==> src/rtl/uart_cmd_framer.sv <==
// uart_cmd_framer: buffers (command, argument) pairs in a small FIFO and
// serialises each pair into a 6-byte frame HEAD, LEN, code, arg, CHK, TAIL.
// It sends one byte per send_en/tx_down handshake with the UART transmitter
// and leaves an idle gap after each frame.
module uart_cmd_framer #(
  parameter int unsigned FIFO_DEPTH = 4,
  parameter int unsigned GAP_CYCLES = 50000,
  parameter logic [7:0]  HEAD       = 8'h7E,
  parameter logic [7:0]  TAIL       = 8'hEF
) (
  input  logic       clk,
  input  logic       rst,
  input  logic       cmd_valid,
  input  logic [7:0] cmd_code,
  input  logic [7:0] cmd_arg,
  output logic       cmd_ready,
  output logic       send_en,
  output logic [7:0] date_byte,
  input  logic       tx_down,
  output logic       busy,
  output logic       frame_done
);

  localparam int unsigned AW  = (FIFO_DEPTH > 1) ? $clog2(FIFO_DEPTH) : 1;
  localparam int unsigned CW  = AW + 1;
  localparam int unsigned GW  = (GAP_CYCLES > 1) ? $clog2(GAP_CYCLES + 1) : 1;
  localparam logic [7:0]  LEN = 8'h04;

  typedef enum logic [1:0] {IDLE, SEND, WAIT, GAP} state_t;

  state_t        state_q, state_d;
  logic [AW-1:0] wr_ptr_q, wr_ptr_d, rd_ptr_q, rd_ptr_d;
  logic [CW-1:0] count_q, count_d;
  logic [15:0]   mem_q [FIFO_DEPTH];
  logic [7:0]    code_q, code_d, arg_q, arg_d, chk_q, chk_d, date_q, date_d;
  logic [2:0]    idx_q, idx_d;
  logic [GW-1:0] gap_q, gap_d;
  logic          frame_done_q, frame_done_d;
  logic          fifo_wr, fifo_rd;
  logic [7:0]    head_code, head_arg, next_byte;

  assign cmd_ready  = (count_q != CW'(FIFO_DEPTH));
  assign fifo_wr    = cmd_valid && cmd_ready;
  assign {head_code, head_arg} = mem_q[rd_ptr_q];
  assign send_en    = (state_q == SEND);
  assign busy       = (state_q != IDLE);
  assign date_byte  = date_q;
  assign frame_done = frame_done_q;

  // FIFO storage: written at the write pointer on an accepted request
  always_ff @(posedge clk) begin
    if (fifo_wr) mem_q[wr_ptr_q] <= {cmd_code, cmd_arg};
  end

  // FIFO pointer and occupancy update; simultaneous push and pop keep the count
  always_comb begin
    wr_ptr_d = fifo_wr ? wr_ptr_q + 1'b1 : wr_ptr_q;
    rd_ptr_d = fifo_rd ? rd_ptr_q + 1'b1 : rd_ptr_q;
    count_d  = count_q;
    if (fifo_wr && !fifo_rd)      count_d = count_q + 1'b1;
    else if (!fifo_wr && fifo_rd) count_d = count_q - 1'b1;
  end

  // Frame byte that follows the current index
  always_comb begin
    case (idx_q)
      3'd0:    next_byte = LEN;
      3'd1:    next_byte = code_q;
      3'd2:    next_byte = arg_q;
      3'd3:    next_byte = chk_q;
      default: next_byte = TAIL;
    endcase
  end

  // Frame sequencer: next state, byte register load, FIFO pop and gap counting.
  // date_byte is loaded on the transition into SEND so it stays put until the next pulse.
  always_comb begin
    state_d      = state_q;
    idx_d        = idx_q;
    code_d       = code_q;
    arg_d        = arg_q;
    chk_d        = chk_q;
    date_d       = date_q;
    gap_d        = gap_q;
    frame_done_d = 1'b0;
    fifo_rd      = 1'b0;
    case (state_q)
      IDLE: begin
        if (count_q != '0) begin
          fifo_rd = 1'b1;
          code_d  = head_code;
          arg_d   = head_arg;
          chk_d   = LEN + head_code + head_arg;
          idx_d   = '0;
          date_d  = HEAD;
          state_d = SEND;
        end
      end
      SEND: state_d = WAIT;
      WAIT: begin
        if (tx_down) begin
          if (idx_q == 3'd5) begin
            frame_done_d = 1'b1;
            if (GAP_CYCLES == 0) begin
              state_d = IDLE;
            end else begin
              gap_d   = GW'(GAP_CYCLES);
              state_d = GAP;
            end
          end else begin
            idx_d   = idx_q + 3'd1;
            date_d  = next_byte;
            state_d = SEND;
          end
        end
      end
      GAP: begin
        gap_d = gap_q - 1'b1;
        if (gap_q <= GW'(1)) state_d = IDLE;
      end
      default: state_d = IDLE;
    endcase
  end

  // State and datapath registers, cleared asynchronously
  always_ff @(posedge clk or posedge rst) begin
    if (rst) begin
      state_q      <= IDLE;
      wr_ptr_q     <= '0;
      rd_ptr_q     <= '0;
      count_q      <= '0;
      code_q       <= '0;
      arg_q        <= '0;
      chk_q        <= '0;
      date_q       <= '0;
      idx_q        <= '0;
      gap_q        <= '0;
      frame_done_q <= 1'b0;
    end else begin
      state_q      <= state_d;
      wr_ptr_q     <= wr_ptr_d;
      rd_ptr_q     <= rd_ptr_d;
      count_q      <= count_d;
      code_q       <= code_d;
      arg_q        <= arg_d;
      chk_q        <= chk_d;
      date_q       <= date_d;
      idx_q        <= idx_d;
      gap_q        <= gap_d;
      frame_done_q <= frame_done_d;
    end
  end

endmodule

==> config.mk <==
export PLATFORM = sky130hd
export DESIGN_NAME = uart_cmd_framer
export DESIGN_NICKNAME = d
export VERILOG_FILES = /design/src/rtl/uart_cmd_framer.sv
export SDC_FILE = /design/constraint.sdc
export NUM_CORES = 1
export LEC_CHECK = 0
export ABC_AREA = 1
export ABC_CLOCK_PERIOD_IN_PS = 2800
export BUFFER_PORTS_ARGS = -buffer_cell sky130_fd_sc_hd__buf_2
export CORE_MARGIN = 4
export CORE_UTILIZATION = 60
export DETAILED_ROUTE_END_ITERATION = 6
export PLACE_DENSITY = 0.9
export SLEW_MARGIN = 15
export SYNTH_ARGS = -nofsm -noshare
export SYNTH_HDL_FRONTEND = slang
export SYNTH_SLANG_ARGS = --single-unit
==> constraint.sdc <==
create_clock -name clk -period 2.8 [get_ports clk]
set_input_delay 0.14 -clock clk [delete_from_list [all_inputs] [get_ports clk]]
set_output_delay 0.14 -clock clk [all_outputs]
set_load 0.02 [all_outputs]
; ---- Word-level counts from Yosys, hierarchy flattened
; Memory sizes are Yosys's and may differ from the RTL's.
; Cells that the tools add are included.
[totals]
output_inout_bits = 12
n_memories = 1
ramBits = 64
regBits = 61
word_cells = 76
input_bits = 20
[memory_table]
columns = memory, depth, word_bits, read_ports, rd_ports_with_merged_regs, write_ports, line
row1 = mem_q, 4, 16, 1, 0, 1, 34  ; logic [15:0] mem_q [FIFO_DEPTH];
[op_classes]
n_reduce_logical = 16
magnitude_cmp = 1
n_mux = 26
n_eq_ne = 13
add_sub_neg = 8
[op_table]
columns = cell, n
row1 = $mux 16, 2
row2 = $pmux 16 s2, 1
row3 = $pmux 8 s4, 1
row4 = $mux 8, 3
row5 = $le 16x1->1 const B, 1
row6 = $pmux 8 s2, 1
row7 = $sub 16x1->16 const B, 1
row8 = $mux 3, 5
row9 = $ne 2x2->1 const B, 5
row10 = $add 3x8->8 const A, 1
row11 = $add 8x8->8, 1
row12 = $mux 2, 4
row13 = $pmux 2 s4, 1
row14 = $reduce_bool 2->1, 4
row15 = $mux 1, 7
row16 = $add 3x1->3 const B, 2
row17 = $eq 3x2->1 const B, 2
row18 = $pmux 3 s2, 1
row19 = $reduce_and 3->1, 2
row20 = $add 2x1->2 const B, 2
row21 = $eq 2x2->1 const B, 2
row22 = $reduce_and 4->1, 1
row23 = $eq 3x1->1 const B, 1
row24 = $eq 3x3->1 const B, 1
row25 = other kinds (9), 12

; ---- Depth between registers and ports, before layout
; Gate-level depths: netlist (run 1).
[depth]
depth_word = 6
depth_mapped = 17
ltp_nobuf = 14

; ---- Worst setup path before layout (run 1)
; OpenSTA, ideal clock, no wires.
[synth_timing]
kind = register -> register
start = reg rd_ptr_q[0]
end = reg chk_q[5]
required_time_ns = 2.674
period_less_slack_ns = 2.505
setup_time_ns = 0.126
arrival_time_ns = 2.379
slack_ns = 0.295
stages_incl_launch_ff = 15
n_path_buf = 3
cell_sequence = dfrtp_1 > buf_2 > inv_1 > buf_4 > buf_4 > nor2_1 > o22ai_1 > ha_1 > ha_1 > inv_1 > fa_1 > o31ai_1 > nand2_1 > nand2_1 > o22ai_1
[synth_via]
elab_chain_cells = 3
[synth_lines]
columns = item, line
row1 = "start, declared", 32  ; logic [AW-1:0] wr_ptr_q, wr_ptr_d, rd_ptr_q, rd_ptr_d;
row2 = "start signal, assigned", 142  ; rd_ptr_q <= rd_ptr_d;
row3 = $mem_v2 4x16, --
row4 = named net head_code[1], 40  ; logic [7:0] head_code, head_arg, next_byte;
row5 = $add 3x8->8, 93  ; chk_d = LEN + head_code + head_arg;
row6 = $add 8x8->8, 93
row7 = "end signal, assigned", 146  ; chk_q <= chk_d;
row8 = "end, declared", 35  ; logic [7:0] code_q, code_d, arg_q, arg_d, chk_q, chk_d, date_q, date_d;
; The timed path passes the listed nets, and every way through them passes these cells.
; A chain may end at the register's enable or synchronous reset.

; ---- Worst setup path in the final report (run 1)
[layout_timing]
start = reg rd_ptr_q[0]
end = reg chk_q[7]
[layout_via]
word_cells_on_any_way = 3
classes_between = add/sub: 2 / memory: 1
[layout_rtl]
columns = item, line
row1 = $mem_v2 4x16, --
row2 = named net head_arg[6], 40
row3 = $add 8x8->8, 93
; The timed path passes the listed nets, and every way through them passes these cells.

==> qor.log, run 1 <==
INFO  yosys          share_of_the_synthesized_netlist_area_taken_by_xor_and_xnor_gates=1.06%
INFO  route          drt-vias-per-instance=5.74
INFO  yosys          synth-edff-count=64
INFO  min_path       hp-class=in2reg
INFO  sta            max_freq=368MHz
INFO  sta            final_period_util=97.1%
INFO  sta            worst_pin_slew=1.00ns
INFO  floorplanning  initial_utilization=62.0%
INFO  global_route   congestion_overflow_gr=0
INFO  worst_setup_path cp_data_arrival_time=3.14ns
INFO  yosys          netlist.top_cell.by_area=sky130_fd_sc_hd__edfxtp_1
INFO  yosys          synth.top_cell.area_share=33.4%
INFO  route          detail-route-antenna-nets=0
INFO  clocking       clock_latency=0.54ns
INFO  global_route   largest_net_degree_at_the_start_of_global_routing=33
INFO  route          number_of_iterations_in_the_first_detailed_routing_pass=5
INFO  sta            final_hold_viol_count=0
INFO  yosys          yosys-top-cells-count=sky130_fd_sc_hd__nand2_1, sky130_fd_sc_hd__edfxtp_1, sky130_fd_sc_hd__dfrtp_1
INFO  global_route   grt.total_usage=26.5%
INFO  yosys          synthSimpleGateAreaFrac=16.5%
INFO  finish         post_route_cells_drive_above_1_share=14.9%
INFO  clocking       clock_sinks=125
INFO  floorplanning  die-height=106um
INFO  yosys          ys_seq_elements=125
INFO  clocking       cts_max_level=4
INFO  route          vias=4485
INFO  clocking       clockBufferDepth=2
INFO  route          drt-wirelength-per-cell=17.6um
INFO  place          dpl.hpwl=8.07mm
INFO  clocking       cts-buffers-inserted=17
INFO  clocking       cts_tree=built
INFO  yosys          synthesis.area=0.00576mm^2
INFO  pwr            p_total=9340uW
INFO  status         status=finished, final reports clean
INFO  floorplanning  fp.dieArea=0.0112mm^2
INFO  worst_setup_path crit-reg2reg-capture=chk_q[7]
INFO  route          postRouteWirelength=13.8mm
INFO  yosys          synth.lib_cells_used.distinct=41
INFO  yosys          synth.net_count=620
INFO  worst_setup_path crit_path_start_kind=register
INFO  worst_setup_path reg2reg_slack=0.08ns
INFO  yosys          synth_compound_area_share=10.9%
INFO  global_route   number_of_global_route_vias_before_repair=4666
INFO  yosys          post_synth_mux_area_share=0.174%
INFO  clocking       clk_root_buffer_cell=sky130_fd_sc_hd__clkbuf_8
INFO  yosys          ys_top_cells_by_area=sky130_fd_sc_hd__edfxtp_1, sky130_fd_sc_hd__dfrtp_1, sky130_fd_sc_hd__nand2_1
INFO  yosys          synth_top_family_by_area=simple AND/OR/NAND/NOR gates
INFO  sta            finClkSkew=0.0131ns
INFO  worst_setup_path ff_to_ff_path_depth=13
INFO  route          drc_errors=0
INFO  place          globalplace.congestion=0.898
INFO  min_path       min_delay_worst_endpoint=wr_ptr_q[0]
INFO  route          dr.first_iter.drc_count=397
INFO  worst_setup_path worst-path-max-fanout=32
INFO  finish         syn2layout_area_growth=20.7%
INFO  yosys          synthesis.instances=573
INFO  sta            slew_violations=0
INFO  finish         nets=687
INFO  worst_setup_path worst_setup_end_kind=register
INFO  yosys          synth_seq_area_share=59.9%
INFO  place          count_of_buffers_from_port_buffering=31
INFO  worst_setup_path critical_path_class=reg2reg
INFO  yosys          synth.most_common_cell=sky130_fd_sc_hd__nand2_1
INFO  worst_setup_path beginning_of_the_worst_register_to_register_path=rd_ptr_q[0]
INFO  place          post-place-cells=730
INFO  job            max_cap_violations=0
INFO  pwr            total_leakage_power=0.00304uW
INFO  yosys          synth_flop_cell=sky130_fd_sc_hd__edfxtp_1
INFO  min_path       hold_start=cmd_valid
INFO  sta            timing.final.crit_period=2.72ns
INFO  pwr            power.ir.vdd_worst=737uV
INFO  floorplanning  chipWidth=106um
INFO  yosys          synth-adder-area-share=6.13%
INFO  yosys          async_flop_share=48.8%
INFO  min_path       worstHoldPathCells=3
INFO  global_route   grt_pass1_wl=23.1mm
INFO  yosys          yosysWarnings=0
INFO  worst_setup_path worst_ep_required_time=3.22ns
INFO  yosys          avgSynthCellArea=10.1um^2
INFO  global_route   antenna_violations_before_repair=0
INFO  sta            max-slew-margin-rel=33.4%
INFO  floorplanning  floorplan.rows=35
INFO  finish         post_layout_nonfiller_instances=782
INFO  floorplanning  design.portCount=32
INFO  clocking       reg_clk_slew_reported_paths=0.06ns
INFO  pwr            p_per_area=1340mW/mm^2
INFO  finish         diodes=0
INFO  floorplanning  fp.coreArea=0.00928mm^2
INFO  sta            setup_viol=0
==> placed cells by master (no fill, tap or decap), types with 3 or more instances in the layout <==
cell                              n
sky130_fd_sc_hd__o21ai_1          5
sky130_fd_sc_hd__nand3_1         25
sky130_fd_sc_hd__o22ai_1         14
sky130_fd_sc_hd__dlygate4sd3_1   18
sky130_fd_sc_hd__clkbuf_16       16
sky130_fd_sc_hd__o22ai_2          5
sky130_fd_sc_hd__xnor2_1          3
sky130_fd_sc_hd__dfrtp_1         61
sky130_fd_sc_hd__buf_2           31
sky130_fd_sc_hd__buf_4           12
sky130_fd_sc_hd__o21ai_0         51
sky130_fd_sc_hd__inv_2            5
sky130_fd_sc_hd__inv_6            7
sky130_fd_sc_hd__nand4_1          5
sky130_fd_sc_hd__nor3_1           6
sky130_fd_sc_hd__ha_1            25
sky130_fd_sc_hd__a21oi_1         16
sky130_fd_sc_hd__a31oi_1          3
sky130_fd_sc_hd__inv_1           55
sky130_fd_sc_hd__edfxtp_1        64
sky130_fd_sc_hd__nor2_1          60
sky130_fd_sc_hd__xor2_1           4
sky130_fd_sc_hd__bufinv_16        3
sky130_fd_sc_hd__nand2_1        123
sky130_fd_sc_hd__clkinvlp_4       3
==> report_power, final <==
| part | switching, uW | internal [uW] | total [uW] |
|---|---|---|---|
| clock network | 900 | 1390 | 2290 |
| registers | 353 | 2560 | 2910 |
| logic | 2690 | 1450 | 4130 |
| total | 3940 | 5400 | 9340 |
==> registers in the layout (all words and copies together), names as in the netlist, 3 cells and up <==
signal,cells
mem_q,64
gap_q,16
arg_q,8
chk_q,8
code_q,8
date_byte,8
count_q,3
idx_q,3
==> routing by layer <==
layer	GRT usage, %	vias to the layer above	routed length, um
met5	0	-	0
met4	12.3	0	459
met3	5.71	49	799
met2	46.2	189	7010
met1	31.5	2171	5500
li1	-	2076	-
==> per-stage QoR <==
stage	hold slack [ns]	TNS (ns)	util, %	area [um^2]	setup slack, ns
6_report	0.0265	0	74.9	6950	0.0820
2_1_floorplan	0.239	0	-	5760	0.295
3_5_place_dp	0.112	0	65.7	6100	0.0821
4_1_cts	0.0183	0	74.2	6890	0.0553
5_1_grt	0.0515	-0.0417	74.9	6950	-0.0417
3_3_place_gp	0.109	0	65.7	6100	0.267
==> how the worst max path moves through the flow <==
stage | start | to | cells past startpoint
finish | rd_ptr_q[0] | chk_q[7] | 13
global route | rd_ptr_q[0] | chk_q[7] | 13
CTS | rd_ptr_q[1] | chk_q[5] | 11
detailed placement | rd_ptr_q[1] | chk_q[5] | 11
global placement | rd_ptr_q[1] | chk_q[5] | 11
floorplan | rd_ptr_q[0] | chk_q[5] | 14
==> worst max-delay path, cell delays in order, from the launching register on <==
cell and delay, ns:
sky130_fd_sc_hd__dfrtp_1 0.41, sky130_fd_sc_hd__inv_1 0.10, sky130_fd_sc_hd__buf_12 0.17, sky130_fd_sc_hd__o21ai_0 0.37, sky130_fd_sc_hd__o22ai_2 0.20, sky130_fd_sc_hd__ha_1 0.36
sky130_fd_sc_hd__ha_1 0.37, sky130_fd_sc_hd__a21oi_1 0.18, sky130_fd_sc_hd__o21a_1 0.15, sky130_fd_sc_hd__nand2_1 0.06, sky130_fd_sc_hd__inv_1 0.05, sky130_fd_sc_hd__nand2_1 0.05
sky130_fd_sc_hd__nand3_1 0.06, sky130_fd_sc_hd__nand2_1 0.06
==> layout make-up <==
cell class	count	area [um^2]
clock inverters	15	198
flip-flops and latches	125	3450
well taps	129	161
fillers	597	2330
repair buffers	63	457
inverters	61	233
clock buffers	17	414
multi-input cells	372	2040
==> timing repair <==
action,CTS,global route
resized for setup,0,10
hold endpoints to repair,127,0
buffers inserted,0,2
hold buffers,18,0
setup endpoints to repair,0,5
==> kinds of logic after synthesis <==
| family | count (synthesis) |
|---|---|
| buf+inv | 76 |
| fa+ha+maj | 27 |
| compound gates | 108 |
| mux | 1 |
| simple gates | 229 |
| xor+xnor | 7 |
| flops | 125 |
(Power assumes the default switching activity.)
==> run 2: changes to the inputs <==
--- a/config.mk
+++ b/config.mk
@@ -8,6 +8,7 @@
 export ABC_AREA = 1
 export ABC_CLOCK_PERIOD_IN_PS = 2800
 export BUFFER_PORTS_ARGS = -buffer_cell sky130_fd_sc_hd__buf_2
+export CORE_ASPECT_RATIO = 0.5
 export CORE_MARGIN = 4
 export CORE_UTILIZATION = 60
 export DETAILED_ROUTE_END_ITERATION = 6
==> run 2 against run 1 <==
Compared with the run above: the flow now finishes with violations (negative setup slack); worst setup slack got worse by 0.088 ns; flip-flop and latch count is the same; critical path depth fell by 1; clock skew decreased by 0.0059 ns; routed wire length shrank 1.4%; design area fell by 1.1%; non-clock buffer count unchanged; total power up 0.15%; clock-buffer cell count unchanged; largest cell class unchanged; largest power group unchanged.
==> qor.log, run 2 (synthesized netlist as in run 1, its figures left out) <==
INFO  status         status=finished, violations left
INFO  status         violations=negative setup slack
INFO  worst_setup_path crit_path_start_kind=register
INFO  route          postRouteWirelength=13.6mm [-1.4%]
INFO  place          placement.setup.worst_slack=0.160ns [+0.0783 ns]
INFO  pwr            total_leakage_power=0.00301uW [-1.1%]
INFO  clocking       clock_sinks=125 [unchanged]
INFO  global_route   grt.total_usage=24.3% [-2.3 points]
INFO  floorplanning  chipWidth=147um [+38%]
INFO  floorplanning  floorplan.rows=24 [-31%]
INFO  place          dpl.hpwl=8.45mm [+4.7%]
INFO  finish         largest_register_ffs=64 [unchanged]
INFO  route          drt-wirelength-per-cell=17.6um [+0.13%]
INFO  worst_setup_path worst_ep_required_time=3.08ns [-0.14 ns]
INFO  worst_setup_path cp_data_arrival_time=3.09ns [-0.05 ns]
INFO  global_route   number_of_global_route_vias_before_repair=4374 [-6.3%]
INFO  sta            slew_violations=0 [unchanged]
INFO  finish         post_route_cells_drive_above_1_share=14.2% [-0.61 points]
INFO  worst_setup_path worst_setup_end_kind=register
INFO  route          detail-route-antenna-nets=0 [unchanged]
INFO  pwr            p_per_area=1360mW/mm^2 [+1.3%]
INFO  floorplanning  die-height=77.3um [-27%]
INFO  route          drc_errors=0 [unchanged]
INFO  clocking       clock_latency=0.42ns [-0.12 ns]
INFO  place          dpl-instance-area=0.00608mm^2 [-0.33%]
INFO  clocking       clk_root_buffer_cell=sky130_fd_sc_hd__clkbuf_16
INFO  finish         postLayoutCellArea=0.00687mm^2 [-1.1%]
INFO  finish         seq_area=0.00345mm^2 [unchanged]
INFO  job            max_cap_violations=0 [unchanged]
INFO  finish         registers_with_the_highest_flip_flop_counts=mem_q (64), gap_q (16)
INFO  sta            timing.final.crit_period=2.81ns [+0.0885 ns]
INFO  global_route   largest_net_degree_at_the_start_of_global_routing=37 [+12%]
INFO  finish         regMostFlops=mem_q
INFO  sta            final_period_util=100% [+3.2 points]
INFO  finish         syn2layout_area_growth=19.3%
INFO  finish         area_of_the_multi_input_gates=0.00201mm^2 [-1.5%]
INFO  route          number_of_iterations_in_the_first_detailed_routing_pass=5 [unchanged]
INFO  floorplanning  design.portCount=32 [unchanged]
INFO  clocking       clockBufferDepth=2 [unchanged]
INFO  finish         layout_commonest_cell=sky130_fd_sc_hd__nand2_1
INFO  finish         diodes=0 [unchanged]
INFO  route          dr.first_iter.drc_count=555 [+40%]
INFO  clocking       reg_clk_slew_reported_paths=0.06ns [about the same]
INFO  global_route   grt_pass1_wl=21.6mm [-6.6%]
INFO  finish         final_cell_mix=sky130_fd_sc_hd__nand2_1, sky130_fd_sc_hd__edfxtp_1, sky130_fd_sc_hd__dfrtp_1, sky130_fd_sc_hd__nor2_1, sky130_fd_sc_hd__inv_1
INFO  sta            max_freq=356MHz [-3.2%]
INFO  sta            finClkSkew=0.00721ns [-0.00591 ns]
INFO  clocking       cts_tree=built
INFO  place          count_of_buffers_from_port_buffering=31 [unchanged]
INFO  pwr            power.ir.vdd_worst=681uV [-7.6%]
INFO  route          vias=4591 [+2.4%]
INFO  sta            post-route-worst-setup-slack=-0.00647ns [-0.0885 ns]
INFO  place          globalplace.congestion=0.935 [+4.0%]
INFO  floorplanning  initial_utilization=63.9% [+1.9 points]
INFO  sta            worst_pin_slew=0.761ns [-0.239 ns]
INFO  worst_setup_path worst-path-max-fanout=12 [-63%]
INFO  sta            final_hold_viol_count=0 [unchanged]
INFO  floorplanning  fp.coreArea=0.00901mm^2 [-3.0%]
INFO  finish         nets=687 [unchanged]
INFO  worst_setup_path reg2reg_slack=-0.006ns [-0.09 ns]
INFO  sta            max-slew-margin-rel=49.2% [+16 points]
INFO  global_route   antenna_violations_before_repair=0 [unchanged]
INFO  sta            setup_viol=1 [+1]
INFO  sta            fin_worst_hold_slack=0.105ns [+0.0781 ns]
INFO  pwr            p_total=9350uW [+0.15%]
INFO  clocking       cts_max_level=4 [unchanged]
INFO  route          drt-vias-per-instance=5.96 [+4.0%]
INFO  clocking       cts-buffers-inserted=17 [unchanged]
INFO  worst_setup_path critical_path_class=reg2reg
INFO  floorplanning  fp.dieArea=0.0113mm^2 [+0.84%]
INFO  min_path       hp-class=in2reg
INFO  finish         filler_cell_count=536 [-10%]
INFO  global_route   congestion_overflow_gr=0 [unchanged]
==> run 2: cell count changes in the layout (fill, tap and decap cells not counted), sizes merged <==
cell / change
clkinvlp: +2
dlygate4sd3: -1
clkinv: -1
buf: +1
bufinv: -1
==> run 2: routing by layer <==
layer	track usage, %	up-vias	wire (um)
met5	0	-	0
met4	10.6	0	393
met3	5.83	45	1140
met2	39.2	254	6320
met1	31.6	2201	5720
li1	-	2091	-
==> run 2: path summary, 6_finish.rpt <==
kind	endpoint	cells past startpoint	from
hold reg to reg	date_byte[0]	2	date_byte[0]
setup / recovery	chk_q[6]	12	rd_ptr_q[1]
min in group asynchronous	date_byte[6]	3	rst
hold / removal	frame_done	3	tx_down
setup reg to reg	chk_q[6]	12	rd_ptr_q[1]
max in group asynchronous	wr_ptr_q[0]	4	rst
==> run 2: final cells by class <==
class | instances | area share (%)
Inverter | 61 | 3.39
Multi-Input combinational cell | 372 | 29.2
Sequential cell | 125 | 50.2
Clock buffer | 17 | 6.19
Timing Repair Buffer | 63 | 6.37
Tap cell | 117 | 2.13
Clock inverter | 15 | 2.53
==> run 2: per-stage QoR <==
stage / std cells / setup TNS [ns] / utilization, %
final: 770 / -0.00647 / 76.3
after global placement: 719 / 0 / 67.5
after global routing: 770 / -0.197 / 76.3
after CTS: 768 / 0 / 76.0
after floorplan: 573 / 0 / -
after detailed placement: 719 / 0 / 67.5
==> run 2: power by group <==
group	internal [uW]	total [uW]	leakage [uW]	switching (uW)
logic	1420	4190	0.00142	2770
clock network	1340	2240	0.000282	903
registers	2560	2920	0.00131	358
total	5320	9350	0.00301	4030
==> run 2: what timing repair did <==
action	CTS	global route
hold endpoints to repair	98	0
hold buffers	17	0
buffers inserted	0	2
gates resized for setup	0	2
endpoints found under the setup margin	0	4
==> run 2: critical path, stage by stage, from the launching register on <==
cell and delay [ns]:
sky130_fd_sc_hd__dfrtp_1 0.41, sky130_fd_sc_hd__clkinvlp_4 0.26, sky130_fd_sc_hd__buf_4 0.23, sky130_fd_sc_hd__o21ai_0 0.07, sky130_fd_sc_hd__o22ai_1 0.13, sky130_fd_sc_hd__ha_1 0.35, sky130_fd_sc_hd__ha_1 0.39, sky130_fd_sc_hd__nand2_1 0.11
sky130_fd_sc_hd__inv_1 0.14, sky130_fd_sc_hd__nand4_1 0.16, sky130_fd_sc_hd__nand3_1 0.13, sky130_fd_sc_hd__xnor2_1 0.16, sky130_fd_sc_hd__o21ai_0 0.13
